[config.mk]
export PLATFORM = sky130hd
export DESIGN_NAME = pulse_param_rx_flat
export DESIGN_NICKNAME = d
export VERILOG_FILES = /design/src/rtl/pulse_param_rx_pkg.sv /design/src/rtl/pulse_param_rx_if.sv /design/src/rtl/pulse_param_rx_uart_rx_byte.sv /design/src/rtl/pulse_param_rx.sv /design/src/flat_wrapper.sv
export SDC_FILE = /design/constraint.sdc
export NUM_CORES = 1
export LEC_CHECK = 0
export CORE_UTILIZATION = 52
export CTS_CLUSTER_SIZE = 40
export DETAILED_ROUTE_END_ITERATION = 7
export PLACE_DENSITY = 0.76
export SETUP_SLACK_MARGIN = 0.5
export SYNTH_ARGS = -nofsm -noshare
export SYNTH_HDL_FRONTEND = slang
export SYNTH_SLANG_ARGS = --single-unit
[constraint.sdc]
create_clock -name clk_pll -period 2 [get_ports clk_pll]
set_input_delay 0.2 -clock clk_pll [delete_from_list [all_inputs] [get_ports clk_pll]]
set_output_delay 0.2 -clock clk_pll [all_outputs]
set_load 0.005 [all_outputs]
[src/rtl/pulse_param_rx_pkg.sv]
// Shared definitions for the host-to-pulse-sequencer parameter link.
// Reset defaults here are also the pulse generator's power-up parameters.
package pulse_param_rx_pkg;

  localparam logic [7:0] SYNC_BYTE   = 8'hA5;
  localparam int         FRAME_LEN   = 11;
  localparam int         PAYLOAD_LEN = FRAME_LEN - 2;

  localparam logic [7:0]  DEF_PER   = 8'd1;
  localparam logic [15:0] DEF_P1WID = 16'd30;
  localparam logic [15:0] DEF_DEL   = 16'd200;
  localparam logic [15:0] DEF_P2WID = 16'd30;
  localparam logic [7:0]  DEF_P_BL  = 8'd50;
  localparam logic        DEF_PU    = 1'b1;
  localparam logic        DEF_CP    = 1'b1;
  localparam logic        DEF_BL    = 1'b1;

  typedef enum logic [1:0] {
    ERR_NONE     = 2'd0,
    ERR_FRAMING  = 2'd1,
    ERR_CHECKSUM = 2'd2,
    ERR_TIMEOUT  = 2'd3
  } err_code_e;

  typedef enum logic [1:0] {
    PS_HUNT,
    PS_PAYLOAD,
    PS_CHECK
  } parse_state_e;

  typedef enum logic [2:0] {
    RX_IDLE,
    RX_START,
    RX_DATA,
    RX_STOP,
    RX_BREAK
  } rx_state_e;

  typedef struct packed {
    logic [7:0]  per;
    logic [15:0] p1wid;
    logic [15:0] del;
    logic [15:0] p2wid;
    logic [7:0]  p_bl;
    logic        bl;
    logic        cp;
    logic        pu;
  } params_t;

  function automatic params_t params_default();
    params_t p;
    p.per   = DEF_PER;
    p.p1wid = DEF_P1WID;
    p.del   = DEF_DEL;
    p.p2wid = DEF_P2WID;
    p.p_bl  = DEF_P_BL;
    p.bl    = DEF_BL;
    p.cp    = DEF_CP;
    p.pu    = DEF_PU;
    return p;
  endfunction

endpackage

[src/rtl/pulse_param_rx_if.sv]
// Serial input and parameter/status outputs of the host command receiver.
interface pulse_param_rx_if;
  logic        uart_rx;
  logic [7:0]  per;
  logic [15:0] p1wid;
  logic [15:0] del;
  logic [15:0] p2wid;
  logic [7:0]  p_bl;
  logic        pu;
  logic        cp;
  logic        bl;
  logic        frame_stb;
  logic        err_stb;
  logic [1:0]  err_code;

  modport master (
    output uart_rx,
    input  per, p1wid, del, p2wid, p_bl, pu, cp, bl, frame_stb, err_stb, err_code
  );

  modport slave (
    input  uart_rx,
    output per, p1wid, del, p2wid, p_bl, pu, cp, bl, frame_stb, err_stb, err_code
  );
endinterface

[src/rtl/pulse_param_rx_uart_rx_byte.sv]
// 8N1 byte receiver: synchronises the raw line, then samples mid-bit using a
// down-counting bit timer.
module uart_rx_byte
  import pulse_param_rx_pkg::*;
#(
  parameter int CLKS_PER_BIT = 16
) (
  input  logic       clk_pll,
  input  logic       reset,
  input  logic       uart_rx,
  output logic [7:0] data,
  output logic       byte_vld,
  output logic       byte_err
);

  // state    | meaning
  // RX_IDLE  | line idle, waiting for a falling edge
  // RX_START | timing to mid start bit, abort on glitch
  // RX_DATA  | sampling 8 data bits, LSB first
  // RX_STOP  | sampling stop bit
  // RX_BREAK | framing error seen, waiting for the line to return high

  localparam int CNT_W = (CLKS_PER_BIT > 2) ? $clog2(CLKS_PER_BIT) : 1;
  localparam logic [CNT_W-1:0] FULL_LOAD = CNT_W'(CLKS_PER_BIT - 1);
  localparam logic [CNT_W-1:0] HALF_LOAD = CNT_W'(CLKS_PER_BIT / 2 - 1);

  rx_state_e        state;
  logic             rx_meta;
  logic             rx_sync;
  logic             rx_prev;
  logic [CNT_W-1:0] cnt;
  logic [2:0]       bit_cnt;
  logic [7:0]       shift;

  always_ff @(posedge clk_pll) begin
    if (!reset) begin
      rx_meta  <= 1'b1;
      rx_sync  <= 1'b1;
      rx_prev  <= 1'b1;
      state    <= RX_IDLE;
      cnt      <= '0;
      bit_cnt  <= '0;
      shift    <= '0;
      data     <= '0;
      byte_vld <= 1'b0;
      byte_err <= 1'b0;
    end else begin
      rx_meta  <= uart_rx;
      rx_sync  <= rx_meta;
      rx_prev  <= rx_sync;
      byte_vld <= 1'b0;
      byte_err <= 1'b0;
      case (state)
        RX_IDLE: begin
          if (rx_prev && !rx_sync) begin
            state   <= RX_START;
            cnt     <= HALF_LOAD;
            bit_cnt <= '0;
          end
        end
        RX_START: begin
          if (cnt != '0) begin
            cnt <= cnt - 1'b1;
          end else if (!rx_sync) begin
            state <= RX_DATA;
            cnt   <= FULL_LOAD;
          end else begin
            state <= RX_IDLE;
          end
        end
        RX_DATA: begin
          if (cnt != '0) begin
            cnt <= cnt - 1'b1;
          end else begin
            shift <= {rx_sync, shift[7:1]};
            cnt   <= FULL_LOAD;
            if (bit_cnt == 3'd7) begin
              state <= RX_STOP;
            end else begin
              bit_cnt <= bit_cnt + 1'b1;
            end
          end
        end
        RX_STOP: begin
          if (cnt != '0) begin
            cnt <= cnt - 1'b1;
          end else if (rx_sync) begin
            data     <= shift;
            byte_vld <= 1'b1;
            state    <= RX_IDLE;
          end else begin
            byte_err <= 1'b1;
            state    <= RX_BREAK;
          end
        end
        RX_BREAK: begin
          if (rx_sync) begin
            state <= RX_IDLE;
          end
        end
        default: state <= RX_IDLE;
      endcase
    end
  end

endmodule

[src/rtl/pulse_param_rx.sv]
// Host command receiver: parses checksummed 11-byte parameter frames from the
// UART and loads the pulse generator's parameter registers.
module pulse_param_rx
  import pulse_param_rx_pkg::*;
#(
  parameter int CLK_HZ       = 201_000_000,
  parameter int BAUD         = 115200,
  parameter int TIMEOUT_BITS = 20
) (
  input logic             clk_pll,
  input logic             reset,
  pulse_param_rx_if.slave bus
);

  // state      | meaning
  // PS_HUNT    | discarding bytes until the sync byte
  // PS_PAYLOAD | collecting payload bytes idx 0..8 into the shadow set
  // PS_CHECK   | next byte is the checksum; commit or reject

  localparam int CLKS_PER_BIT = CLK_HZ / BAUD;
  localparam int GAP_CLKS     = TIMEOUT_BITS * CLKS_PER_BIT;
  localparam int GAP_W        = $clog2(GAP_CLKS + 1);
  localparam logic [GAP_W-1:0] GAP_LOAD = GAP_W'(GAP_CLKS);
  localparam logic [3:0]       IDX_LAST = 4'(PAYLOAD_LEN - 1);

  logic [7:0]       rx_data;
  logic             byte_vld;
  logic             byte_err;

  parse_state_e     state;
  logic [3:0]       idx;
  logic [7:0]       chk_acc;
  logic [GAP_W-1:0] gap;
  logic             timeout;
  params_t          shadow;
  params_t          params;
  logic             commit_pend;
  logic             frame_stb_q;
  logic             err_stb_q;
  err_code_e        err_q;

  uart_rx_byte #(
    .CLKS_PER_BIT(CLKS_PER_BIT)
  ) u_rx (
    .clk_pll (clk_pll),
    .reset   (reset),
    .uart_rx (bus.uart_rx),
    .data    (rx_data),
    .byte_vld(byte_vld),
    .byte_err(byte_err)
  );

  // gap is a down-counter reloaded per byte; reaching zero mid-frame means the gap overran
  assign timeout = (state != PS_HUNT) && (gap == '0);

  always_ff @(posedge clk_pll) begin
    if (!reset) begin
      state       <= PS_HUNT;
      idx         <= '0;
      chk_acc     <= '0;
      gap         <= '0;
      shadow      <= params_default();
      params      <= params_default();
      commit_pend <= 1'b0;
      frame_stb_q <= 1'b0;
      err_stb_q   <= 1'b0;
      err_q       <= ERR_NONE;
    end else begin
      commit_pend <= 1'b0;
      frame_stb_q <= commit_pend;
      err_stb_q   <= 1'b0;

      if (byte_vld) begin
        gap <= GAP_LOAD;
      end else if (gap != '0) begin
        gap <= gap - 1'b1;
      end

      if (timeout) begin
        state     <= PS_HUNT;
        err_q     <= ERR_TIMEOUT;
        err_stb_q <= 1'b1;
      end else if (byte_err) begin
        state     <= PS_HUNT;
        err_q     <= ERR_FRAMING;
        err_stb_q <= 1'b1;
      end else if (byte_vld) begin
        case (state)
          PS_HUNT: begin
            if (rx_data == SYNC_BYTE) begin
              state   <= PS_PAYLOAD;
              idx     <= '0;
              chk_acc <= '0;
            end
          end
          PS_PAYLOAD: begin
            chk_acc <= chk_acc ^ rx_data;
            case (idx)
              4'd0: shadow.per          <= rx_data;
              4'd1: shadow.p1wid[15:8]  <= rx_data;
              4'd2: shadow.p1wid[7:0]   <= rx_data;
              4'd3: shadow.del[15:8]    <= rx_data;
              4'd4: shadow.del[7:0]     <= rx_data;
              4'd5: shadow.p2wid[15:8]  <= rx_data;
              4'd6: shadow.p2wid[7:0]   <= rx_data;
              4'd7: shadow.p_bl         <= rx_data;
              default: {shadow.bl, shadow.cp, shadow.pu} <= rx_data[2:0];
            endcase
            if (idx == IDX_LAST) begin
              state <= PS_CHECK;
            end else begin
              idx <= idx + 1'b1;
            end
          end
          PS_CHECK: begin
            state <= PS_HUNT;
            if (rx_data == chk_acc) begin
              params      <= shadow;
              commit_pend <= 1'b1;
              err_q       <= ERR_NONE;
            end else begin
              err_q     <= ERR_CHECKSUM;
              err_stb_q <= 1'b1;
            end
          end
          default: state <= PS_HUNT;
        endcase
      end
    end
  end

  assign bus.per       = params.per;
  assign bus.p1wid     = params.p1wid;
  assign bus.del       = params.del;
  assign bus.p2wid     = params.p2wid;
  assign bus.p_bl      = params.p_bl;
  assign bus.pu        = params.pu;
  assign bus.cp        = params.cp;
  assign bus.bl        = params.bl;
  assign bus.frame_stb = frame_stb_q;
  assign bus.err_stb   = err_stb_q;
  assign bus.err_code  = err_q;

endmodule

[src/flat_wrapper.sv]
// flat-port wrapper written by rule: the top's interface ports become plain ports
module pulse_param_rx_flat import pulse_param_rx_pkg::*;
#(
  parameter int CLK_HZ       = 201_000_000,
  parameter int BAUD         = 115200,
  parameter int TIMEOUT_BITS = 20
)
  (clk_pll, reset, bus_uart_rx, bus_per, bus_p1wid, bus_del, bus_p2wid, bus_p_bl, bus_pu, bus_cp, bus_bl, bus_frame_stb, bus_err_stb, bus_err_code);
  pulse_param_rx_if bus_i ();
  input logic clk_pll;
  input logic reset;
  input wire logic [$bits(bus_i.uart_rx)-1:0] bus_uart_rx;
  output wire logic [$bits(bus_i.per)-1:0] bus_per;
  output wire logic [$bits(bus_i.p1wid)-1:0] bus_p1wid;
  output wire logic [$bits(bus_i.del)-1:0] bus_del;
  output wire logic [$bits(bus_i.p2wid)-1:0] bus_p2wid;
  output wire logic [$bits(bus_i.p_bl)-1:0] bus_p_bl;
  output wire logic [$bits(bus_i.pu)-1:0] bus_pu;
  output wire logic [$bits(bus_i.cp)-1:0] bus_cp;
  output wire logic [$bits(bus_i.bl)-1:0] bus_bl;
  output wire logic [$bits(bus_i.frame_stb)-1:0] bus_frame_stb;
  output wire logic [$bits(bus_i.err_stb)-1:0] bus_err_stb;
  output wire logic [$bits(bus_i.err_code)-1:0] bus_err_code;
  assign bus_i.uart_rx = bus_uart_rx;
  assign bus_per = bus_i.per;
  assign bus_p1wid = bus_i.p1wid;
  assign bus_del = bus_i.del;
  assign bus_p2wid = bus_i.p2wid;
  assign bus_p_bl = bus_i.p_bl;
  assign bus_pu = bus_i.pu;
  assign bus_cp = bus_i.cp;
  assign bus_bl = bus_i.bl;
  assign bus_frame_stb = bus_i.frame_stb;
  assign bus_err_stb = bus_i.err_stb;
  assign bus_err_code = bus_i.err_code;
  pulse_param_rx #(.CLK_HZ(CLK_HZ), .BAUD(BAUD), .TIMEOUT_BITS(TIMEOUT_BITS)) u_core (.clk_pll(clk_pll), .reset(reset), .bus(bus_i));
endmodule
==> results of run 1 <==
==> stage by stage <==
stage	instance area [µm²]	setup TNS, ps
2_1_floorplan	8826	-3390
6_report	12350	-29.23
5_1_grt	12350	-3809
4_1_cts	11680	0
3_3_place_gp	10170	-46.53
3_5_place_dp	10170	-1112
==> registers in the layout, indices dropped and copies added, names as in the netlist, 2 cells and up <==
name	cells
u_core.u_rx.state	3
u_core.bus.p1wid	16
u_core.bus.p_bl	8
u_core.chk_acc	8
u_core.gap	16
u_core.idx	4
u_core.bus.del	16
u_core.bus.p2wid	16
u_core.state	2
u_core.u_rx.cnt	11
u_core.shadow	67
u_core.bus.per	8
u_core.bus.err_code	2
u_core.u_rx.bit_cnt	3
u_core.u_rx.data	8
u_core.u_rx.shift	8
==> synthesized netlist by cell type (all sizes together), types with 4 or more instances <==
library cell	count	area, µm²
nor3b	6	45.04
nand3	14	70.07
nor4b	4	41.29
clkbuf	45	168.9
o31ai	4	35.03
and3b	7	61.31
nor4	14	102.6
nand4b	5	43.79
o21a	15	112.6
inv	11	41.29
dfxtp	207	4144
nand4	11	75.07
nand2	59	221.5
a21o	4	30.03
and3	7	43.79
ha	9	112.6
or4	5	37.54
mux2i	143	1431
nor2b	4	25.02
a31oi	4	25.02
xnor2	19	166.4
nor3	16	85.08
xor2	6	52.55
buf	10	52.55
nor2	157	599.3
o21ai	25	128.9
nand2b	6	37.54
a21oi	31	155.2
==> layer usage <==
metal	routed length (µm)	GRT usage (%)	up-vias
met5	0	0	-
met4	549	6.635	0
met3	1180	3.403	45
met2	11950	45.39	251
met1	10340	34.46	3607
li1	-	-	3448
==> how the worst max path moves through the flow <==
stage | endpoint | slack [ps] | cells after the start
final | u_core.bus.del[6] | -10 | 8
after global routing | u_core.bus.del[7] | -110 | 8
after CTS | u_core.bus.per[7] | 30 | 10
after floorplan | u_core.gap[5] | -110 | 7
after detailed placement | u_core.shadow[38] | -50 | 6
after global placement | u_core.shadow[39] | -10 | 6
==> worst max-delay path, stage by stage (launching register included) <==
cell     delay, ps
dfxtp_1        550
nor4_4         110
a41oi_2        200
nor4b_4        230
buf_6          180
buf_12         160
buf_16         150
mux2i_1        220
nand2_1         70
==> cells by family after synthesis <==
logic type	after synthesis
DFF	207
AOI/OAI and AO/OA	105
xor gates and xnor gates	25
buffers and inverters	66
and+or+nand+nor	332
adders and majority gates	9
muxes	145
==> what timing repair did <==
item	4_1_cts	5_1_grt
pin swaps	53	71
buffers inserted	31	18
cloned	4	4
endpoints found under the setup margin	272	204
resized for setup	183	105
==> power groups by stage <==
| stage | Combinational [mW] | Sequential [mW] | Clock [mW] |
|---|---|---|---|
| finish | 4.08 | 4.55 | 4.42 |
| floorplan | 1.59 | 4.54 | 0 |
| global placement | 2.14 | 4.57 | 0 |
| detailed placement | 2.17 | 4.58 | 0 |
| CTS | 3.16 | 4.50 | 4.43 |
| global route | 4.27 | 4.57 | 4.65 |
==> cell type report <==
cell class	count	area, µm²
sequential	207	4197
clock inverter	12	173.9
clock buffer	28	614.3
inverter	11	45.04
multi-input combinational	618	4994
tap	216	270.3
fill	1008	3591
timing repair buffer	199	2058
==> summary.txt, run 1 <==
Finish
  – Nets@finish: between 1000 and 1500
  – Ant diodes: 0
  – Layout area overhead: 45.39%
  – Commonest non-fill, non-tap cell in the layout: dfxtp_1
  – Final cell count without fillers: approximately 1300
  – End-of-flow core utilization: between 70 and 80%
  – Most frequent cells in the layout: 173 x dfxtp_1, 145 x nor2_1, 129 x mux2i_1, 70 x dlygate4sd2_1, 70 x buf_4
  – Share of layout cells above drive strength 1: 31.53%

Floorplanning
  – Floorplan core area: around 16000 µm²
  – Die area: roughly 17000 µm²
  – Die width: about 130 µm
  – Io pins: 74
  – Row count: 46
  – Initial core utilization: around 53%
  – Die Height: about 130 µm

Setup path
  – CP Capture Type: flop
  – WP data required: ~2400 ps
  – CP Class: flop to flop
  – Startpoint types: flop
  – Register-to-Register Path Depth: 8
  – CP startpoint: u_core.gap[12]
  – WP data arrival: around 2400 ps
  – Reg2reg start: u_core.gap[12]
  – Crit Path Max Fanout: 9
  – Register-to-register path setup slack: -10 ps
  – Reg-to-reg endpoint: u_core.bus.del[6]

Yosys
  – Mux contribution to synthesized area: 17.11%
  – Async SR Flop Fraction: 0%
  – Post-synthesis compound-gate area fraction: between 7 and 8%
  – Synthesized area per cell: ~9.6 µm²
  – Synthesized area: approximately 8500 µm²
  – Part of the Yosys area used for sequential elements: between 40% and 50%
  – Post-Synth Simple-Gate Area: about a fifth
  – Post-synthesis xor/xnor area fraction: roughly 2.6%
  – Largest family of logic cells by synthesized area: simple AND/OR/NAND/NOR gates
  – Top_reg_cell synth: dfxtp_1
  – Post-synth EDFFs: 0
  – Adder-cell share of the synthesized area: approximately 1.3%
  – Mapped Cells: slightly below 900
  – Syn nets: 901
  – Synth cell types: between 50 and 60
  – Syn. warnings: 0
  – FF+latch count, synth: 207

Detailed routing
  – DRT Pass-1 Iters: 5
  – Post-Route WL: approximately 24 mm
  – Routed WL per cell: ~19 µm
  – Iteration-0 DRC Markers: 521
  – Antenna Nets Post-Route: 0
  – DR vias/cell: roughly 5.7
  – Total number of vias: between 7000 and 8000
  – DR DRC count: 0

Timing
  – Fmax: about 0.50 GHz
  – Final Hold Vio Count: 0
  – Min setup slack post-route: -10.45 ps
  – Fin crit period: about 2000 ps
  – Setup Skew: 9.943 ps
  – Period utilization: 100.5%
  – RSZ-0062 raised after global routing: yes
  – Max_slew headroom: between 50% and 60%
  – Setup violators final: 6
  – Worst-margin pin slew: approximately 730 ps
  – Final-report max-slew violation count: 0
  – Hold_ws: roughly 36 ps

Worst hold path
  – Hold Crit Depth: 2
  – Hold EP: u_core.gap[6]
  – Hold path startpoint: reset
  – Worst Hold Class: input pin to flop

Clock network
  – Worst-path clk slew: approximately 70 ps
  – H-tree levels: 1
  – TritonCTS clock tree: yes
  – Post-CTS Hold Fix Bufs: 0
  – CTS buffer count: 22
  – Clk sinks: just over 200
  – CTS Buffer Depth: 3
  – CTS root buf: clkbuf_16
  – Skew-Pair Late Insertion Delay: 500 ps

Global route
  – GRT overflow: 0
  – Number of global-route vias before repair: ~6900
  – Largest net degree at the start of global routing: 70
  – First-pass GRT wire length: around 35 mm
  – GRT Util Overall: 26.18%
  – Initial antenna violation count: 0

Power and ir drop
  – Comb pwr share: a little under a third
  – Net Sw Frac: around 30%
  – Cell Int Power: around 9.1 mW
  – Flop pwr share: a little over a third
  – VDD IR max: about 0.00073 V
  – Total power: approximately 13 mW
  – Sw power: a little under 4 mW
  – PwrDens: 1056 nW/µm²
  – Clock power frac: between 30% and 40%
  – Static Leak: around 5.0 nW

Place
  – RD Place Congestion: around 0.85
  – Dpl ws: -53.46 ps
  – Placed Cells: 1194
  – IO Port Bufs: 73
  – HPWL Detailed: ~13 mm

Run status
  – Outcome: finished with violations
  – Failing checks: setup timing

Run
  – MaxCap Viol Count: 0
(Power assumes the default switching activity.)
==> run 2, diff against run 1 <==
--- a/config.mk
+++ b/config.mk
@@ -6,6 +6,7 @@
 export NUM_CORES = 1
 export LEC_CHECK = 0
 export CORE_UTILIZATION = 52
+export CTS_CLUSTER_DIAMETER = 150
 export CTS_CLUSTER_SIZE = 40
 export DETAILED_ROUTE_END_ITERATION = 7
 export PLACE_DENSITY = 0.76
==> summary.txt, run 2 (same netlist as run 1, synthesis figures left out) <==
Floorplanning
  – Initial core utilization: 53.29% (unchanged)
  – Row count: 46 (unchanged)
  – Die area: 16850 µm² (unchanged)
  – Io pins: 74 (unchanged)
  – Die width: 129.8 µm (unchanged)
  – Floorplan core area: 15940 µm² (unchanged)
  – Die Height: 129.8 µm (unchanged)

Clock network
  – H-tree levels: 1 (unchanged)
  – TritonCTS clock tree: yes
  – Worst-path clk slew: 150 ps (+80 ps)
  – Post-CTS Hold Fix Bufs: 0 (unchanged)
  – CTS buffer count: 9 (-59%)
  – Clk sinks: 207 (unchanged)
  – CTS Buffer Depth: 3 (unchanged)
  – CTS root buf: clkbuf_16
  – Skew-Pair Late Insertion Delay: 480 ps (-20 ps)

Finish
  – Max reg flops: 67 (unchanged)
  – Layout area overhead: 40.28%
  – Biggest register: u_core.shadow
  – Ant diodes: 0 (unchanged)
  – Nets@finish: 1071 (unchanged)
  – Share of layout cells above drive strength 1: 34.50% (+3.0 points)
  – Most frequent cells in the layout: 146 x nor2_1, 138 x mux2i_1, 114 x dfxtp_1, 86 x buf_4, 85 x dfxtp_2
  – # fillers: 1089 (+8.0%)
  – Commonest non-fill, non-tap cell in the layout: nor2_1

Timing
  – Min setup slack post-route: -42.28 ps (-31.83 ps)
  – Max_slew headroom: 35.53% (-15 points)
  – TNS Setup: -102.1 ps (-72.90 ps)
  – Setup violators final: 8 (+2)
  – Fmax: 0.4896 GHz (-1.6%)
  – Setup Skew: 55.62 ps (+45.67 ps)
  – Worst-margin pin slew: 958.2 ps (+224.2 ps)
  – RSZ-0062 raised after global routing: yes
  – Final Hold Vio Count: 0 (unchanged)
  – Period utilization: 102.1% (+1.6 points)
  – Final-report max-slew violation count: 0 (unchanged)
  – Fin crit period: 2042 ps (+31.83 ps)

Run status
  – Outcome: finished with violations
  – Failing checks: setup timing

Power and ir drop
  – Comb pwr share: 37.0% (+5.7 points)
  – VDD IR max: 0.0008092 V (+11%)
  – Static Leak: 4.812 nW (-3.1%)
  – Flop pwr share: 42.8% (+8.0 points)
  – Total power: 10.58 mW (-19%)
  – Cell Int Power: 7.202 mW (-21%)
  – Net Sw Frac: 31.94% (+1.9 points)
  – Clock power frac: 20.2% (-14 points)
  – Sw power: 3.380 mW (-14%)
  – PwrDens: 887.9 nW/µm² (-16%)

Place
  – Dpl ws: -53.46 ps (unchanged)
  – IO Port Bufs: 73 (unchanged)
  – HPWL Detailed: 12.72 mm (unchanged)
  – RD Place Congestion: 0.8530 (unchanged)

Detailed routing
  – DRT Pass-1 Iters: 5 (unchanged)
  – Iteration-0 DRC Markers: 441 (-15%)
  – Antenna Nets Post-Route: 0 (unchanged)
  – Total number of vias: 7117 (-3.2%)
  – Post-Route WL: 21.96 mm (-8.6%)
  – DR vias/cell: 5.586 (-1.9%)
  – Routed WL per cell: 17.24 µm (-7.3%)
  – DR DRC count: 0 (unchanged)

Setup path
  – Worst-path cell chain: or4_4 -> nor4_4 -> buf_6 -> buf_12 -> buf_16 -> nor3b_4 -> o21ai_1 -> a22o_1
  – Crit Path Max Fanout: 5 (-4)
  – CP Class: flop to flop
  – WP data required: 2450 ps (+70 ps)
  – WP data arrival: 2490 ps (+100 ps)
  – CP Capture Type: flop
  – Largest stage delay, worst path: 560 ps (about the same)
  – Register-to-Register Path Depth: 8 (unchanged)
  – Slowest CP cell: or4_4
  – Startpoint types: flop

Global route
  – Largest net degree at the start of global routing: 70 (unchanged)
  – Initial antenna violation count: 0 (unchanged)
  – First-pass GRT wire length: 33.59 mm (-4.5%)
  – Number of global-route vias before repair: 6742 (-2.4%)
  – GRT Util Overall: 24.88% (-1.3 points)
  – GRT overflow: 0 (unchanged)

Worst hold path
  – Hold Crit Depth: 2 (unchanged)
  – Worst Hold Class: input pin to flop

Run
  – MaxCap Viol Count: 0 (unchanged)
## run 2: changes by cell type in the layout (fill, tap and decap cells not counted), sizes merged
cell	previous run	this run
inv	11	10
clkinvlp	4	0
dlygate4sd2	70	69
clkdlybuf4s50	1	2
clkbuf	30	12
bufinv	4	0
clkinv	4	2
buf	125	137
## run 2: path summary, 6_finish.rpt
path                                          start             endpoint  slack (ps)
worst max-delay path                 u_core.gap[12]        u_core.idx[3]         -40
worst min-delay path                          reset       u_core.gap[11]          20
worst max register to register       u_core.gap[12]        u_core.idx[3]         -40
worst min register to register  u_core.u_rx.rx_meta  u_core.u_rx.rx_sync         420
## run 2: per-layer routing
metal  vias up  GRT usage, %  share of wire [%]
li1       3416             -                  -
met1      3513         33.83                 45
met2       159         42.94                 50
met3        29         2.214                3.6
met4         0         5.609                1.6
met5         -             0                  0
## run 2: worst max-delay path, delay by kind of cell, from the launching register on
kind | cells | cell delay [ps]
flip-flops | 1 | 390
AO/OA/AOI/OAI | 2 | 300
AND/OR/NAND/NOR | 3 | 920
buffers and inverters | 3 | 410
## run 2: cell type report
class | instances | area (µm²) | area share [%]
Multi-Input combinational cell | 618 | 4908 | 41.19
Sequential cell | 207 | 4280 | 35.92
Timing Repair Buffer | 212 | 2158 | 18.11
Tap cell | 216 | 270.3 | 2.268
Clock buffer | 9 | 225.2 | 1.890
Inverter | 11 | 45.04 | 0.3780
Clock inverter | 1 | 30.03 | 0.2520
## run 2: repair_timing
action	in CTS	in global routing
buffers inserted	43	19
gates cloned	4	4
endpoints found under the setup margin	272	204
resized for setup	249	72
pin swaps	55	48
## run 2: power by group through the flow
stage	clock (mW)	combinational [mW]	sequential, mW
finish	2.14	3.92	4.53
global route	2.31	4.15	4.55
CTS	2.17	3.29	4.51
detailed placement	0	2.17	4.58
global placement	0	2.14	4.57
floorplan	0	1.59	4.54
## run 2: stage by stage
step	area, µm²	utilization, %	instances	hold WS (ps)
after global placement	10170	63.77	1194	389.0
after global routing	11920	74.75	1274	18.98
final	11920	74.75	1274	17.92
after CTS	11410	71.60	1251	21.43
after detailed placement	10170	63.77	1194	391.8
after floorplan	8826	-	889	301.5
==> run 3, diff against run 2 <==
--- a/config.mk
+++ b/config.mk
@@ -9,6 +9,7 @@
 export CTS_CLUSTER_DIAMETER = 150
 export CTS_CLUSTER_SIZE = 40
 export DETAILED_ROUTE_END_ITERATION = 7
+export HOLD_SLACK_MARGIN = 0.03
 export PLACE_DENSITY = 0.76
 export SETUP_SLACK_MARGIN = 0.5
 export SYNTH_ARGS = -nofsm -noshare
==> summary.txt, run 3 (same netlist as run 1, synthesis figures left out) <==
Floorplanning
  – Die area: 16850 µm² (unchanged)
  – Die width: 129.8 µm (unchanged)
  – Die Height: 129.8 µm (unchanged)
  – Floorplan core area: 15940 µm² (unchanged)
  – Io pins: 74 (unchanged)
  – Initial core utilization: 53.29% (unchanged)
  – Row count: 46 (unchanged)

Setup path
  – CP Capture Type: flop
  – WP data required: 2440 ps (about the same)
  – CP startpoint: u_core.gap[12]
  – Crit Path Max Fanout: 5 (unchanged)
  – WP data arrival: 2500 ps (about the same)
  – CP Class: flop to flop
  – Startpoint types: flop
  – Reg2reg start: u_core.gap[12]

Detailed routing
  – Antenna Nets Post-Route: 0 (unchanged)
  – DR DRC count: 0 (unchanged)
  – Post-Route WL: 21.98 mm (about the same)
  – Top Metal Used: met4
  – Total number of vias: 7081 (-0.51%)
  – Wl on met1: 9.960 mm (+1.1%)
  – Iteration-0 DRC Markers: 454 (+2.9%)
  – DR vias/cell: 5.554 (-0.58%)
  – WL met2: 10.98 mm (+0.17%)
  – Met3 wire length: 743 µm (-7.1%)
  – DRT Pass-1 Iters: 5 (unchanged)
  – Routed WL per cell: 17.24 µm (about the same)

Finish
  – Nets@finish: 1072 (+0.093%)
  – Most frequent cells in the layout: 146 x nor2_1, 138 x mux2i_1, 114 x dfxtp_1, 86 x buf_4, 85 x dfxtp_2
  – Ant diodes: 0 (unchanged)
  – End-of-flow core utilization: 74.82% (about the same)
  – Commonest non-fill, non-tap cell in the layout: nor2_1
  – Biggest register: u_core.shadow
  – Final cell count without fillers: 1275 (+0.078%)
  – Layout area overhead: 40.40% (about the same)
  – Max reg flops: 67 (unchanged)
  – Share of layout cells above drive strength 1: 34.47% (about the same)

Global route
  – Largest net degree at the start of global routing: 70 (unchanged)
  – Initial antenna violation count: 0 (unchanged)
  – First-pass GRT wire length: 33.62 mm (about the same)
  – GRT overflow: 0 (unchanged)
  – Number of global-route vias before repair: 6754 (+0.18%)
  – GRT Util Overall: 24.89% (about the same)

Clock network
  – TritonCTS clock tree: yes
  – CTS Buffer Depth: 3 (unchanged)
  – CTS buffer count: 9 (unchanged)
  – CTS root buf: clkbuf_16
  – H-tree levels: 1 (unchanged)
  – Worst-path clk slew: 150 ps (about the same)
  – Clk sinks: 207 (unchanged)
  – Skew-Pair Late Insertion Delay: 480 ps (about the same)

Place
  – HPWL Detailed: 12.72 mm (unchanged)
  – Placed Cells: 1194 (unchanged)
  – IO Port Bufs: 73 (unchanged)
  – RD Place Congestion: 0.8530 (unchanged)

Timing
  – Hold_ws: 272.4 ps (+254.5 ps)
  – Setup violators final: 9 (+1)
  – Setup Skew: 56.63 ps (+1.011 ps)
  – Final-report max-slew violation count: 0 (unchanged)
  – Max_slew headroom: 35.53% (unchanged)
  – Min setup slack post-route: -51.87 ps (-9.589 ps)
  – Final Hold Vio Count: 0 (unchanged)
  – Fmax: 0.4874 GHz (-0.47%)
  – RSZ-0062 raised after global routing: yes
  – Worst-margin pin slew: 958.2 ps (unchanged)
  – Fin crit period: 2052 ps (+9.589 ps)
  – Period utilization: 102.6% (+0.48 points)

Run
  – MaxCap Viol Count: 0 (unchanged)

Power and ir drop
  – Static Leak: 4.816 nW (about the same)
  – PwrDens: 887.8 nW/µm² (about the same)
  – VDD IR max: 0.0008123 V (+0.39%)

Worst hold path
  – Worst Hold Class: input pin to flop
  – Hold path startpoint: bus_uart_rx

Run status
  – Failing checks: setup timing
  – Outcome: finished with violations
-- run 3: changes by cell type in the layout (fill, tap and decap cells not counted) --
cell,delta
dlygate4sd3_1,+1
-- run 3: stage by stage --
| step | area, µm² | power (mW) | setup TNS, ps | worst slack, ps |
|---|---|---|---|---|
| after floorplan | 8826 | 6.131 | -3390 | -109.9 |
| after global placement | 10170 | 6.717 | -46.53 | -12.80 |
| after detailed placement | 10170 | 6.750 | -1112 | -53.46 |
| after CTS | 11420 | 9.962 | -896.9 | -42.78 |
| after global routing | 11930 | 11.01 | -3736 | -116.1 |
| final | 11930 | 10.59 | -128.6 | -51.87 |
-- run 3: report_power, final --
part	internal (mW)	leakage (nW)	switching [mW]	total (mW)
registers	4.30	1.70	0.225	4.53
logic	2.05	2.99	1.87	3.92
clock network	0.850	0.122	1.29	2.14
-- run 3: layout make-up --
cell class / instances / area [µm²]
Multi-Input combinational cell: 618 / 4908
Sequential cell: 207 / 4280
Fill cell: 1088 / 4015
Timing Repair Buffer: 213 / 2168
Tap cell: 216 / 270.3
Clock buffer: 9 / 225.2
Inverter: 11 / 45.04
Clock inverter: 1 / 30.03
-- run 3: what timing repair did --
item,in CTS,in global routing
resized for setup,249,72
setup buffers,43,19
pin swaps,55,48
hold endpoints to repair,2,0
endpoints found under the setup margin,272,204
hold buffers,1,0
gates cloned,4,4
-- run 3: final timing paths --
check	to	slack [ps]	depth (start not counted)
worst max register to register	u_core.idx[3]	-50	8
worst max-delay path	u_core.idx[3]	-50	8
worst min-delay path	u_core.u_rx.rx_meta	270	2
worst min register to register	u_core.u_rx.rx_sync	420	1
-- run 3: worst max-delay path, stage by stage, from the launching register on --
cell	delay [ps]
dfxtp_4	390
or4_4	560
nor4_4	310
buf_6	180
buf_12	110
buf_16	120
nor3b_4	50
o21ai_1	140
a22o_1	150
-- run 3: layer usage --
layer / up-vias / GRT usage (%)
li1: 3419 / -
met3: 25 / 2.214
met4: 0 / 5.609
met1: 3488 / 33.83
met2: 149 / 43.00
met5: - / 0
